**src/rtl/score_req_arbiter.sv**
```systemverilog
// score_req_arbiter: serialises four player score posts onto one tracker.
// Define SCOREARB_RR_EN for round-robin; default is fixed priority (p0 high).
module score_req_arbiter #(
  parameter int HOLD_CYCLES = 16,
  parameter int GAP_CYCLES  = 2,
  parameter int INIT_CYCLES = 10
) (
  input  logic        clk_i,
  input  logic        rst_ni,
  input  logic [3:0]  req_i,
  input  logic [19:0] score_bus_i,
  input  logic        trk_personal_win_i,
  input  logic        trk_global_winner_i,
  output logic        score_req_o,
  output logic [1:0]  player_id_o,
  output logic [4:0]  score_o,
  output logic [3:0]  ack_o,
  output logic [1:0]  result_id_o,
  output logic        win_personal_o,
  output logic        win_global_o,
  output logic        busy_o
);

  typedef enum logic [1:0] {
    S_INIT, S_IDLE, S_HOLD, S_GAP
  } state_e;

  state_e      state_q, state_d;
  logic [4:0]  cnt_q, cnt_d;
  logic [3:0]  pend_q, pend_d;
  logic [4:0]  sc_q [4];
  logic [4:0]  sc_d [4];
  logic        sreq_q, sreq_d;
  logic [1:0]  pid_q, pid_d;
  logic [4:0]  score_q, score_d;
  logic [3:0]  ack_q, ack_d;
  logic [1:0]  rid_q, rid_d;
  logic        wp_q, wp_d;
  logic        wg_q, wg_d;
  logic        busy_q, busy_d;
  logic [1:0]  win;

`ifdef SCOREARB_RR_EN
  logic [1:0]  ptr_q, ptr_d;
  logic [1:0]  idx;
  logic        found;

  always_comb begin
    win   = ptr_q;
    idx   = ptr_q;
    found = 1'b0;
    for (int k = 1; k <= 4; k++) begin
      idx = ptr_q + 2'(k);
      if (!found && pend_q[idx]) begin
        win   = idx;
        found = 1'b1;
      end
    end
  end
`else
  always_comb begin
    win = 2'd0;
    for (int k = 3; k >= 0; k--) begin
      if (pend_q[k]) win = 2'(k);
    end
  end
`endif

  always_comb begin
    state_d = state_q;
    cnt_d   = cnt_q;
    pend_d  = pend_q;
    sc_d    = sc_q;
    sreq_d  = sreq_q;
    pid_d   = pid_q;
    score_d = score_q;
    ack_d   = '0;
    rid_d   = rid_q;
    wp_d    = wp_q;
    wg_d    = wg_q;
`ifdef SCOREARB_RR_EN
    ptr_d   = ptr_q;
`endif
    unique case (state_q)
      S_INIT: begin
        if (cnt_q == 5'(INIT_CYCLES - 1)) begin
          state_d = S_IDLE;
          cnt_d   = '0;
        end else begin
          cnt_d = cnt_q + 5'd1;
        end
      end
      S_IDLE: begin
        if (|pend_q) begin
          sreq_d      = 1'b1;
          pid_d       = win;
          score_d     = sc_q[win];
          pend_d[win] = 1'b0;
`ifdef SCOREARB_RR_EN
          ptr_d       = win;
`endif
          state_d     = S_HOLD;
          cnt_d       = '0;
        end
      end
      S_HOLD: begin
        if (cnt_q == 5'(HOLD_CYCLES - 1)) begin
          sreq_d       = 1'b0;
          wp_d         = trk_personal_win_i;
          wg_d         = trk_global_winner_i;
          rid_d        = pid_q;
          ack_d[pid_q] = 1'b1;
          state_d      = S_GAP;
          cnt_d        = '0;
        end else begin
          cnt_d = cnt_q + 5'd1;
        end
      end
      S_GAP: begin
        if (cnt_q == 5'(GAP_CYCLES - 1)) begin
          state_d = S_IDLE;
          cnt_d   = '0;
        end else begin
          cnt_d = cnt_q + 5'd1;
        end
      end
    endcase
    // Capture after the grant clear so a same-edge post stays pending.
    for (int i = 0; i < 4; i++) begin
      if (req_i[i]) begin
        pend_d[i] = 1'b1;
        sc_d[i]   = score_bus_i[5*i +: 5];
      end
    end
    busy_d = (state_d != S_IDLE);
  end

  always_ff @(posedge clk_i or negedge rst_ni) begin
    if (!rst_ni) begin
      state_q <= S_INIT;
      cnt_q   <= '0;
      pend_q  <= '0;
      for (int i = 0; i < 4; i++) sc_q[i] <= '0;
      sreq_q  <= 1'b0;
      pid_q   <= '0;
      score_q <= '0;
      ack_q   <= '0;
      rid_q   <= '0;
      wp_q    <= 1'b0;
      wg_q    <= 1'b0;
      busy_q  <= 1'b1;
    end else begin
      state_q <= state_d;
      cnt_q   <= cnt_d;
      pend_q  <= pend_d;
      sc_q    <= sc_d;
      sreq_q  <= sreq_d;
      pid_q   <= pid_d;
      score_q <= score_d;
      ack_q   <= ack_d;
      rid_q   <= rid_d;
      wp_q    <= wp_d;
      wg_q    <= wg_d;
      busy_q  <= busy_d;
    end
  end

`ifdef SCOREARB_RR_EN
  always_ff @(posedge clk_i or negedge rst_ni) begin
    if (!rst_ni) ptr_q <= 2'd3;
    else         ptr_q <= ptr_d;
  end
`endif

  assign score_req_o    = sreq_q;
  assign player_id_o    = pid_q;
  assign score_o        = score_q;
  assign ack_o          = ack_q;
  assign result_id_o    = rid_q;
  assign win_personal_o = wp_q;
  assign win_global_o   = wg_q;
  assign busy_o         = busy_q;

endmodule

```
**config.mk**
```make
export PLATFORM = sky130hd
export DESIGN_NAME = score_req_arbiter
export DESIGN_NICKNAME = d
export VERILOG_FILES = /design/src/rtl/score_req_arbiter.sv
export SDC_FILE = /design/constraint.sdc
export NUM_CORES = 1
export LEC_CHECK = 0
export CORE_MARGIN = 3
export CORE_UTILIZATION = 30
export DETAILED_ROUTE_END_ITERATION = 7
export PLACE_DENSITY = 0.54
export SLEW_MARGIN = 20
export SYNTH_ARGS = -nofsm -noshare
export SYNTH_HDL_FRONTEND = slang
export SYNTH_SLANG_ARGS = --single-unit
```
**constraint.sdc**
```tcl
create_clock -name clk_i -period 3 [get_ports clk_i]
set_input_delay 0.6 -clock clk_i [delete_from_list [all_inputs] [get_ports clk_i]]
set_output_delay 0.6 -clock clk_i [all_outputs]
set_load 0.02 [all_outputs]
```
# Word-level counts from Yosys, hierarchy flattened
# Index checks and enable logic that the tools add are counted.
# W data, S select, Z words.
# word_totals
wordCells	88
inputBits	28
regBits	48
# classes
n_reduce_logical	20
order_cmp	5
bitwise	3
addsub	1
n_eq_ne	9
n_mux	32
# op_table
operator	count
$mux W5	6
$pmux W5 S4	1
$reduce_bool A2 Y1	9
$mux W2	8
$mux W4	4
$reduce_and A2 Y1	6
$bmux W5 S2	1
$eq A5 B4 Y1 const B	2
$mux W1	8
$pmux W2 S4	1
$lt A2 B3 Y1 const B	2
$add A5 B1 Y5 const B	1
$eq A5 B1 Y1 const B	1
$and A4 B4 Y4	1
$demux W1 S2	2
$eq A2 B2 Y1 const B	2
$ge A2 B1 Y1 const B	2
$ne A2 B2 Y1 const B	2
$not A4 Y4	1
$reduce_or A4 Y1	1
$ge A3 B3 Y1 const B	1
$not A2 Y3	1
$reduce_and A3 Y1	1
$eq A2 B1 Y1 const B	1
other kinds (4)	5

# Longest topological paths before layout
# Gate-level depths: netlist of the first run.
# logic_depth
depth_word	13
ltp_mapped	8
depth_no_buf	7

# Worst setup path before layout of the first run
# No wires, ideal clock.
# synth_timing
kind	reg-to-reg
start	register cnt_q[0]
end	register cnt_q[0]
path_slack_ns	1.064
t_required_ns	2.917
path_stages_with_launch	9
setup_ns	0.083
arrival_ns	1.854
synth_period_minus_slack_ns	1.936
path_cell_list	dfrtp_1 -> ha_1 -> and3_1 -> ha_1 -> and3b_2 -> clkbuf_1 -> a211oi_2 -> nand2_1 -> o21ai_0
# synth_via
elab_chain_cells	3
word_cells_on_any_way	8
# synth_lines
item	line_no	text
from (decl)	29	logic [4:0] cnt_q, cnt_d;
from (signal assigned)	154	cnt_q <= cnt_d;
$add A5 B1 Y5 (tied with other cells)	90, 116, 124	
$mux W5, on equally long branches	120, 107, 86	
$pmux W5 S4 (*)	84	unique case (state_q)
# Mark *: on every way between the ends. The rest lies on a longest branch, timed or not.
# A chain may end at the register's enable or synchronous reset.

# Final worst setup path of the first run
# Same ends and word-level chain as after synthesis.

==> flow_summary.yaml, run 1 <==
yosys:
  yosysTopAreaCell: "dfrtp_1"
  yosysWarnings: 0
  yosys.area.top_type_share_pct: 54.4
  synth-seq-cells: 48
  synth_cell_type_count: 40
  seq_area_frac_synth_pct: 55.6
  syn_inst: 190
  synthTopCellsByArea: "dfrtp_1 (54%), mux2_2 (10%), nand2_1 (5.2%)"
  avgSynthCellArea_sq_um: 11.4
  async_flop_share_pct: 100
  syn_nets: 222
  synth-edff-count: 0
  synthFlopType: "dfrtp_1"
  synth_area_sq_mm: 0.00216
power_and_ir_drop:
  ir_drop_mv: 0.241
  leakage_nw: 1.17
  total_power_mw: 1.23
  powerDensity_mw_per_mm2: 445
cells_and_area:
  diodes: 0
  seq_area_sq_mm: 0.00120
  multi_input_area_sq_um: 883
  final_core_util_pct: 40.1
  num-fill-cells: 698
  layout_common_cells: "dfrtp_1 (47), clkdlybuf4s50_1 (43), nand2_1 (30)"
  num-nets-final: 264
  final_common_cell: "dfrtp_1"
  area_growth_pct: 28.1
  instances_no_fill: 329
  drive_gt1_share_pct: 15.9
  final_area_sq_mm: 0.00277
placement:
  dp_slack_ps: 973
  dpl_cell_area_sq_mm: 0.00268
  gp_congestion: 0.831
  dp_hpwl_mm: 3.24
  port_buffers: 44
  dp.cells: 321
drt:
  dr_total_vias: 1577
  ant_nets: 0
  routed_wl_mm: 4.54
  drt_iter0_drc: 56
  wl_per_cell_microns: 13.8
  drc: 0
  vias_per_cell: 4.79
  dr.pass1.iters: 4
clock_tree:
  postCtsSetupBuffers: 0
  cts_buffers: 5
  clkLatencyLatePin_ps: 290
  cts_hold_buf: 0
  cts-root-buf: "clkbuf_8"
  cts.clk_slew.worst_paths_ps: 90
  cts_max_level: 2
  cts.repair.resized: 0
  cts_buffer_depth: 2
  cts_sinks: 48
  cts_tree: "built"
flow_run:
  maxCapViolations: 0
die:
  die_h_microns: 90.9
  initial_core_util_pct: 31.3
  io_pins: 45
  dieArea_sq_mm: 0.00826
  die_x_microns: 90.9
  coreArea_sq_mm: 0.00691
  num_rows: 30
sta:
  period_minus_slack_ps: 2060
  max_freq_mhz: 486
  fin_crit_sh_pct: 68.5
  drv_slew: 0
  skew_ps: 5.93
  worst-slew-pin-transition_ps: 597
  relSlewSlack_pct: 60.2
  finalHoldViolations: 0
  setup_tns_ps: 0
  rsz0062_at_grt: "no"
  hold-worst-slack_ps: 397
  worst_slack_ps: 944
  setup_viol: 0
worst_setup_path:
  rr_worst_depth: 7
  worstPathRequired_ps: 3220
  worst-r2r-setup-slack_ps: 940
  reg2reg_from: "cnt_q[0]"
  startpoint_type: "flop"
  r2r_end: "cnt_q[0]"
  crit_type: "flop to flop"
  crit_arrival_ps: 2270
  crit_fanout: 6
  endpoint_kind: "flop"
grt:
  grt_pass1_vias: 1539
  grt-ovfl-total: 0
  grt_max_degree: 49
  grt_use_total_pct: 11.5
  antenna_found_initial: 0
  grt_pass1_wl_mm: 7.64
status:
  outcome: "finished, final reports clean"
hold_path:
  hold_path.class: "primary input to asynchronous set/reset pin"
flip-flops by register name, summed over array words and instances, names as in the netlist:
signal and cells:
ack_o 4, pend_q 4, cnt_q 5, score_o 5, player_id_o 2, result_id_o 2
state_q 2, busy_o 1, score_req_o 1, win_global_o 1, win_personal_o 1, sc_q 20
cells in the mapped netlist (2+ instances only):
cell	n
nand2b_1	3
mux2_2	20
nor2b_1	7
inv_1	5
buf_4	2
a21oi_1	4
nand2_1	30
dfrtp_1	47
and3_1	2
ha_1	4
nand3_1	4
nor2_1	10
o31ai_1	6
clkbuf_1	7
a221oi_1	5
a22o_1	5
o21ai_1	2
nand3b_1	2
o21ai_0	4
per-layer routing:
| layer | GRT usage (%) | wire, microns | vias to the layer above | share of wire, % |
|---|---|---|---|---|
| li1 | - | - | 749 | - |
| met1 | 15.7 | 2140 | 775 | 47 |
| met2 | 18.2 | 2120 | 49 | 47 |
| met3 | 3.17 | 242 | 4 | 5.3 |
| met4 | 2.76 | 35 | 0 | 0.77 |
| met5 | 0 | 0 | - | 0 |
logic make-up after synthesis:
logic type               synth area share, %
flip-flops                              55.6
buffers and inverters                   3.53
multiplexers                            10.4
AND/OR/NAND/NOR                         15.8
AO/OA/AOI/OAI                           12.3
adder cells (fa/ha/maj)                 2.31
worst max-delay path, stage by stage (launching register included):
cell and delay, ps:
dfrtp_1 440, ha_1 250, and3_1 200, ha_1 200, and3b_2 280, a211oi_2 320, nand2_1 140, o21ai_0 160
worst max-delay path by stage:
| stage | from | end | slack, ps | cells after the start |
|---|---|---|---|---|
| global placement | cnt_q[0] | cnt_q[0] | 1050 | 7 |
| CTS | cnt_q[0] | cnt_q[0] | 950 | 7 |
| global route | cnt_q[0] | cnt_q[0] | 750 | 7 |
| finish | cnt_q[0] | cnt_q[0] | 940 | 7 |
| detailed placement | cnt_q[0] | cnt_q[0] | 970 | 7 |
| floorplan | cnt_q[0] | cnt_q[0] | 1060 | 8 |
final cells by class:
type	instances	area share, %
Clock inverter	1	0.271
Timing Repair Buffer	46	16.3
Multi-Input combinational cell	126	31.9
Sequential cell	48	43.4
Inverter	5	0.678
Clock buffer	7	3.12
Tap cell	96	4.34
power breakdown:
part	internal, mW	switching [mW]	total, mW
Combinational	0.0802	0.0495	0.130
Clock	0.188	0.208	0.396
Sequential	0.682	0.0232	0.706
Total	0.950	0.281	1.23
Power figures use the tool's default switching activity.
==> inputs of run 2 (changes only) <==
Settings changed: PLACE_DENSITY 0.54 to 0.55.
Clock period 3 ns to 1.8 ns, I/O delays scaled along.
==> flow_summary.yaml, run 2 (synthesis gave the netlist of run 1 again) <==
placement:
  dp_hpwl_mm: 3.41
  dp_slack_ps: -16.9
  port_buffers: 44
  dp.cells: 333
  dpl_cell_area_sq_mm: 0.00279
  gp_congestion: 0.815
clock_tree:
  cts_buffer_depth: 2
  cts_buffers: 5
  clkLatencyLatePin_ps: 300
  cts_sinks: 48
  cts_tree: "built"
  cts_hold_buf: 0
  cts-root-buf: "clkbuf_8"
  cts_max_level: 2
  cts.clk_slew.worst_paths_ps: 90
die:
  die_h_microns: 90.9
  initial_core_util_pct: 31.3
  coreArea_sq_mm: 0.00691
  die_x_microns: 90.9
  io_pins: 45
  num_rows: 30
  dieArea_sq_mm: 0.00826
power_and_ir_drop:
  leakage_nw: 1.28
  ir_drop_mv: 0.333
  powerDensity_mw_per_mm2: 738
  total_power_mw: 2.19
flow_run:
  maxCapViolations: 0
drt:
  routed_wl_mm: 4.79
  drt_iter0_drc: 93
  drc: 0
  dr.pass1.iters: 4
  wl_per_cell_microns: 14.0
  dr_total_vias: 1621
  vias_per_cell: 4.73
  ant_nets: 0
worst_setup_path:
  crit_type: "flop to flop"
  crit_arrival_ps: 1990
  worstPathRequired_ps: 2040
  cp_slowest_cell: "dfrtp_1"
  worst-r2r-setup-slack_ps: 50
  rr_worst_depth: 7
  startpoint_type: "flop"
  cpPeakStageDelay_ps: 400
  crit_path_cell_trace: "ha_2, and3_4, ha_4, and3b_2, a211oi_4, nand2_2, o21ai_2"
  crit_fanout: 4
  reg2reg_from: "cnt_q[0]"
  endpoint_kind: "flop"
  r2r_end: "cnt_q[2]"
sta:
  period_minus_slack_ps: 1750
  rsz0062_at_grt: "yes"
  setup_viol: 0
  skew_ps: 10.3
  hold-worst-slack_ps: 13.8
  drv_slew: 0
  fin_crit_sh_pct: 97.2
  worst_slack_ps: 50.3
  worst-slew-pin-transition_ps: 403
  max_freq_mhz: 572
  relSlewSlack_pct: 73.1
  finalHoldViolations: 0
  setup_tns_ps: 0
cells_and_area:
  instances_no_fill: 343
  drive_gt1_share_pct: 23.9
  top_register: "sc_q"
  final_core_util_pct: 43.0
  layout_common_cells: "dfrtp_1 (47), clkdlybuf4s50_1 (41), nand2_1 (29)"
  final_area_sq_mm: 0.00297
  num-nets-final: 278
  diodes: 0
  final_common_cell: "dfrtp_1"
  largest_reg_flops: 20
  area_growth_pct: 37.3
grt:
  grt_max_degree: 49
  grt_use_total_pct: 12.4
  antenna_found_initial: 0
  grt_pass1_vias: 1702
  grt-ovfl-total: 0
  grt_pass1_wl_mm: 8.14
status:
  outcome: "finished, final reports clean"
hold_path:
  hold_path.class: "primary input to asynchronous set/reset pin"
-- run 2: cell count changes in the layout (fill, tap and decap cells not counted), sizes merged --
cell / delta
inv: +1
dlymetal6s2s: +2
clkbuf: -2
bufinv: +1
clkdlybuf4s50: -2
buf: +14
-- run 2: power by group --
group | internal [mW] | switching (mW)
combinational | 0.138 | 0.0881
clock | 0.419 | 0.375
sequential | 1.14 | 0.0324
total | 1.69 | 0.495
-- run 2: how the worst max path moves through the flow --
stage	slack (ps)	to	cells past startpoint	from
after floorplan	7	cnt_q[0]	8	cnt_q[0]
after global placement	50	cnt_q[2]	7	cnt_q[1]
after detailed placement	-20	cnt_q[1]	7	cnt_q[1]
after CTS	5	busy_o	1	busy_o
after global routing	-10	cnt_q[2]	7	cnt_q[0]
final	50	cnt_q[2]	7	cnt_q[0]
-- run 2: worst max-delay path, delay by kind of cell, from the launching register on --
family,cells,cell delay (ps)
simple gates,3,540
flops,1,400
compound gates,2,390
fa+ha+maj,2,350
-- run 2: repair_timing --
item / in CTS / in global routing
endpoints found under the hold margin: 0 / 0
pin swaps: 4 / 5
endpoints found under the setup margin: 3 / 7
resized for setup: 3 / 7
setup buffers: 1 / 2
-- run 2: routing by layer --
metal	vias up	routed length [microns]	GRT usage, %
met4	0	87	4.52
met3	6	272	3.67
li1	778	-	-
met2	39	2260	19.9
met1	798	2180	15.8
met5	-	0	0
-- run 2: area by class of cell --
class                      count  area, sq um
clock buffer                   5         68.8
clock inverter                 3         46.3
fill                         691         3940
inverter                       5         18.8
multi-input combinational    126          938
sequential                    48         1200
tap                           96          120
timing repair buffer          60          573
==> RTL edit: new RTL, config.mk and constraints of run 2 <==
Encoding of `state_e`: now one-hot (4 bits for 4 states).
--- a/src/rtl/score_req_arbiter.sv
+++ b/src/rtl/score_req_arbiter.sv
@@ -21,8 +21,8 @@
   output logic        busy_o
 );
 
-  typedef enum logic [1:0] {
-    S_INIT, S_IDLE, S_HOLD, S_GAP
+  typedef enum logic [3:0] {
+    S_INIT = 4'b0001, S_IDLE = 4'b0010, S_HOLD = 4'b0100, S_GAP = 4'b1000
   } state_e;
 
   state_e      state_q, state_d;
Function: same outputs for any inputs over 10 cycles, from zero or initial values and one cycle with rst_ni low; not proved beyond that.
==> RTL edit against run 2 <==
Total power up 2.3%; final area grew 4.6%; count of clock-buffer cells in the layout unchanged; worst setup slack lost 0.018 ns; sequential cell count rose by 2; synthesized area rose by 9.5%; routed wire length is 3.3% higher.
==> RTL edit: results (changes against run 2) <==
[metrics] cell types with the largest area share after synthesis: sky130_fd_sc_hd__dfrtp_1 (51%), sky130_fd_sc_hd__mux2_2 (14%), sky130_fd_sc_hd__a21oi_1 (3.6%), sky130_fd_sc_hd__a21o_1 (2.5%), sky130_fd_sc_hd__o21ai_0 (2.3%)
[metrics] NumNets Final: 287 (+3.2%)
[metrics] DP Wirelength: 3721 um (+9.0%)
[metrics] share of flip-flops with an asynchronous set or reset after synthesis: 100.0% (unchanged)
[metrics] worst clock skew on the final layout: 0.009475 ns (-0.0008057 ns)
[metrics] part of the Yosys area used for sequential elements: 52.96% (-2.7 points)
[metrics] slew at the pin with the worst max-slew slack: 0.4122 ns (+0.009255 ns)
[metrics] global-route wire length before repair: 8480 um (+4.2%)
[metrics] initial DRC count: 53 (-43%)
[metrics] largest voltage drop on the vdd net: 355.9 uV (+7.0%)
[metrics] Mapped Avg Cell Area: 11.66 sq um (+2.5%)
[metrics] net count after synthesis: 235 (+5.9%)
[metrics] number of filler cells placed in the layout: 742 (+7.4%)
[metrics] unique cell type count in the Yosys netlist: 38 (-5.0%)
[metrics] crit-path leading delay family: buffers and inverters
[metrics] cts bufs inserted: 5 (unchanged)
[metrics] Worst path max stage delay: 0.59 ns (+0.19 ns)
[metrics] cell count after placement: 346 (+3.9%)
[metrics] result of the run: finished clean
[metrics] commonest cells in the synthesized netlist: sky130_fd_sc_hd__dfrtp_1 (48), sky130_fd_sc_hd__mux2_2 (29), sky130_fd_sc_hd__a21oi_1 (17), sky130_fd_sc_hd__nand2_1 (14), sky130_fd_sc_hd__o21ai_0 (11)
[metrics] vias in the first global route: 1742 (+2.4%)
[metrics] Total GRT Usage: 12.15% (-0.23 points)
[metrics] WP data arrival: 1.41 ns (-0.58 ns)
[metrics] buffers inserted during post-CTS setup optimization: 0 (-1)
[metrics] average vias per placed instance: 4.785 (+1.3%)
[metrics] wire per inst: 13.97 um (about the same)
[metrics] class of the tightest hold or removal check: reg -> reg
[metrics] largest net degree at the start of global routing: 36 (-27%)
[metrics] LEAKAGE: 1.312 nW (+2.7%)
[metrics] antenna cell count: 0 (unchanged)
[metrics] register bank with the most flops: sc_q
[metrics] final weighted congestion in routability-driven placement: 0.7361 (-9.7%)
[metrics] drt total wl: 4947 um (+3.3%)
[metrics] cell with the largest stage delay on the worst path: sky130_fd_sc_hd__clkdlybuf4s50_1
[metrics] dpl cell area: 0.002962 sq mm (+6.2%)
[metrics] final worst path period share: 98.21% (+1.0 points)
[metrics] maximum fanout along the worst path: 1 (-3)
[metrics] warnings from Yosys: 0 (unchanged)
RTL edit: area by class of cell:
type / instances / area [sq um] / area share, %
clock inverters: 2 / 38.79 / 1.250
clock buffers: 5 / 68.82 / 2.218
multi-input cells: 137 / 1055 / 33.99
flip-flops and latches: 50 / 1254 / 40.40
inverters: 4 / 15.01 / 0.4839
repair buffers: 57 / 548.0 / 17.66
well taps: 99 / 123.9 / 3.992
RTL edit: through the flow:
step,setup slack [ns],util [%]
3_3_place_gp,0.08651,39.77
4_1_cts,0.01480,41.35
3_5_place_dp,0.05148,39.77
5_1_grt,0.001661,41.67
2_1_floorplan,0.1513,-
6_report,0.03222,41.67
RTL edit: cell families (layout without fill, tap and decap cells):
family / after synthesis / after routing / share of synthesized area (%)
adder cells (fa/ha/maj): 4 / 4 / 2.114
buffers and inverters: 16 / 68 / 3.488
AO/OA/AOI/OAI: 48 / 48 / 13.11
multiplexers: 30 / 30 / 14.22
flip-flops: 50 / 50 / 52.96
XOR/XNOR: 1 / 1 / 0.3700
AND/OR/NAND/NOR: 54 / 54 / 13.74
RTL edit: metal layers:
metal | vias to the layer above | wire (um) | GRT usage (%)
met1 | 836 | 2201 | 15.00
met5 | - | 0 | 0
met3 | 7 | 238 | 3.347
li1 | 817 | - | -
met2 | 34 | 2448 | 20.85
met4 | 0 | 59 | 3.245
RTL edit: final timing paths:
kind / startpoint / endpoint / slack (ns) / cells past startpoint
max: busy_o / busy_o / 0.03 / 1
min: score_req_o / score_req_o / 0.49 / 1
max reg2reg: cnt_q[0] / win_global_o / 0.11 / 6
min reg2reg: score_req_o / score_req_o / 0.49 / 1
max in group asynchronous: rst_ni / state_q[0] / 0.70 / 3
min in group asynchronous: rst_ni / score_o[0] / 0.52 / 2
RTL edit: power by group:
group / switching (mW) / internal [mW]
Combinational: 0.0944 / 0.145
Clock: 0.373 / 0.409
Sequential: 0.0359 / 1.18
RTL edit: what timing repair did:
item | 4_1_cts | 5_1_grt
hold buffers | 1 | 0
hold endpoints to repair | 14 | 0
resized for setup | 0 | 6
setup endpoints to repair | 0 | 10
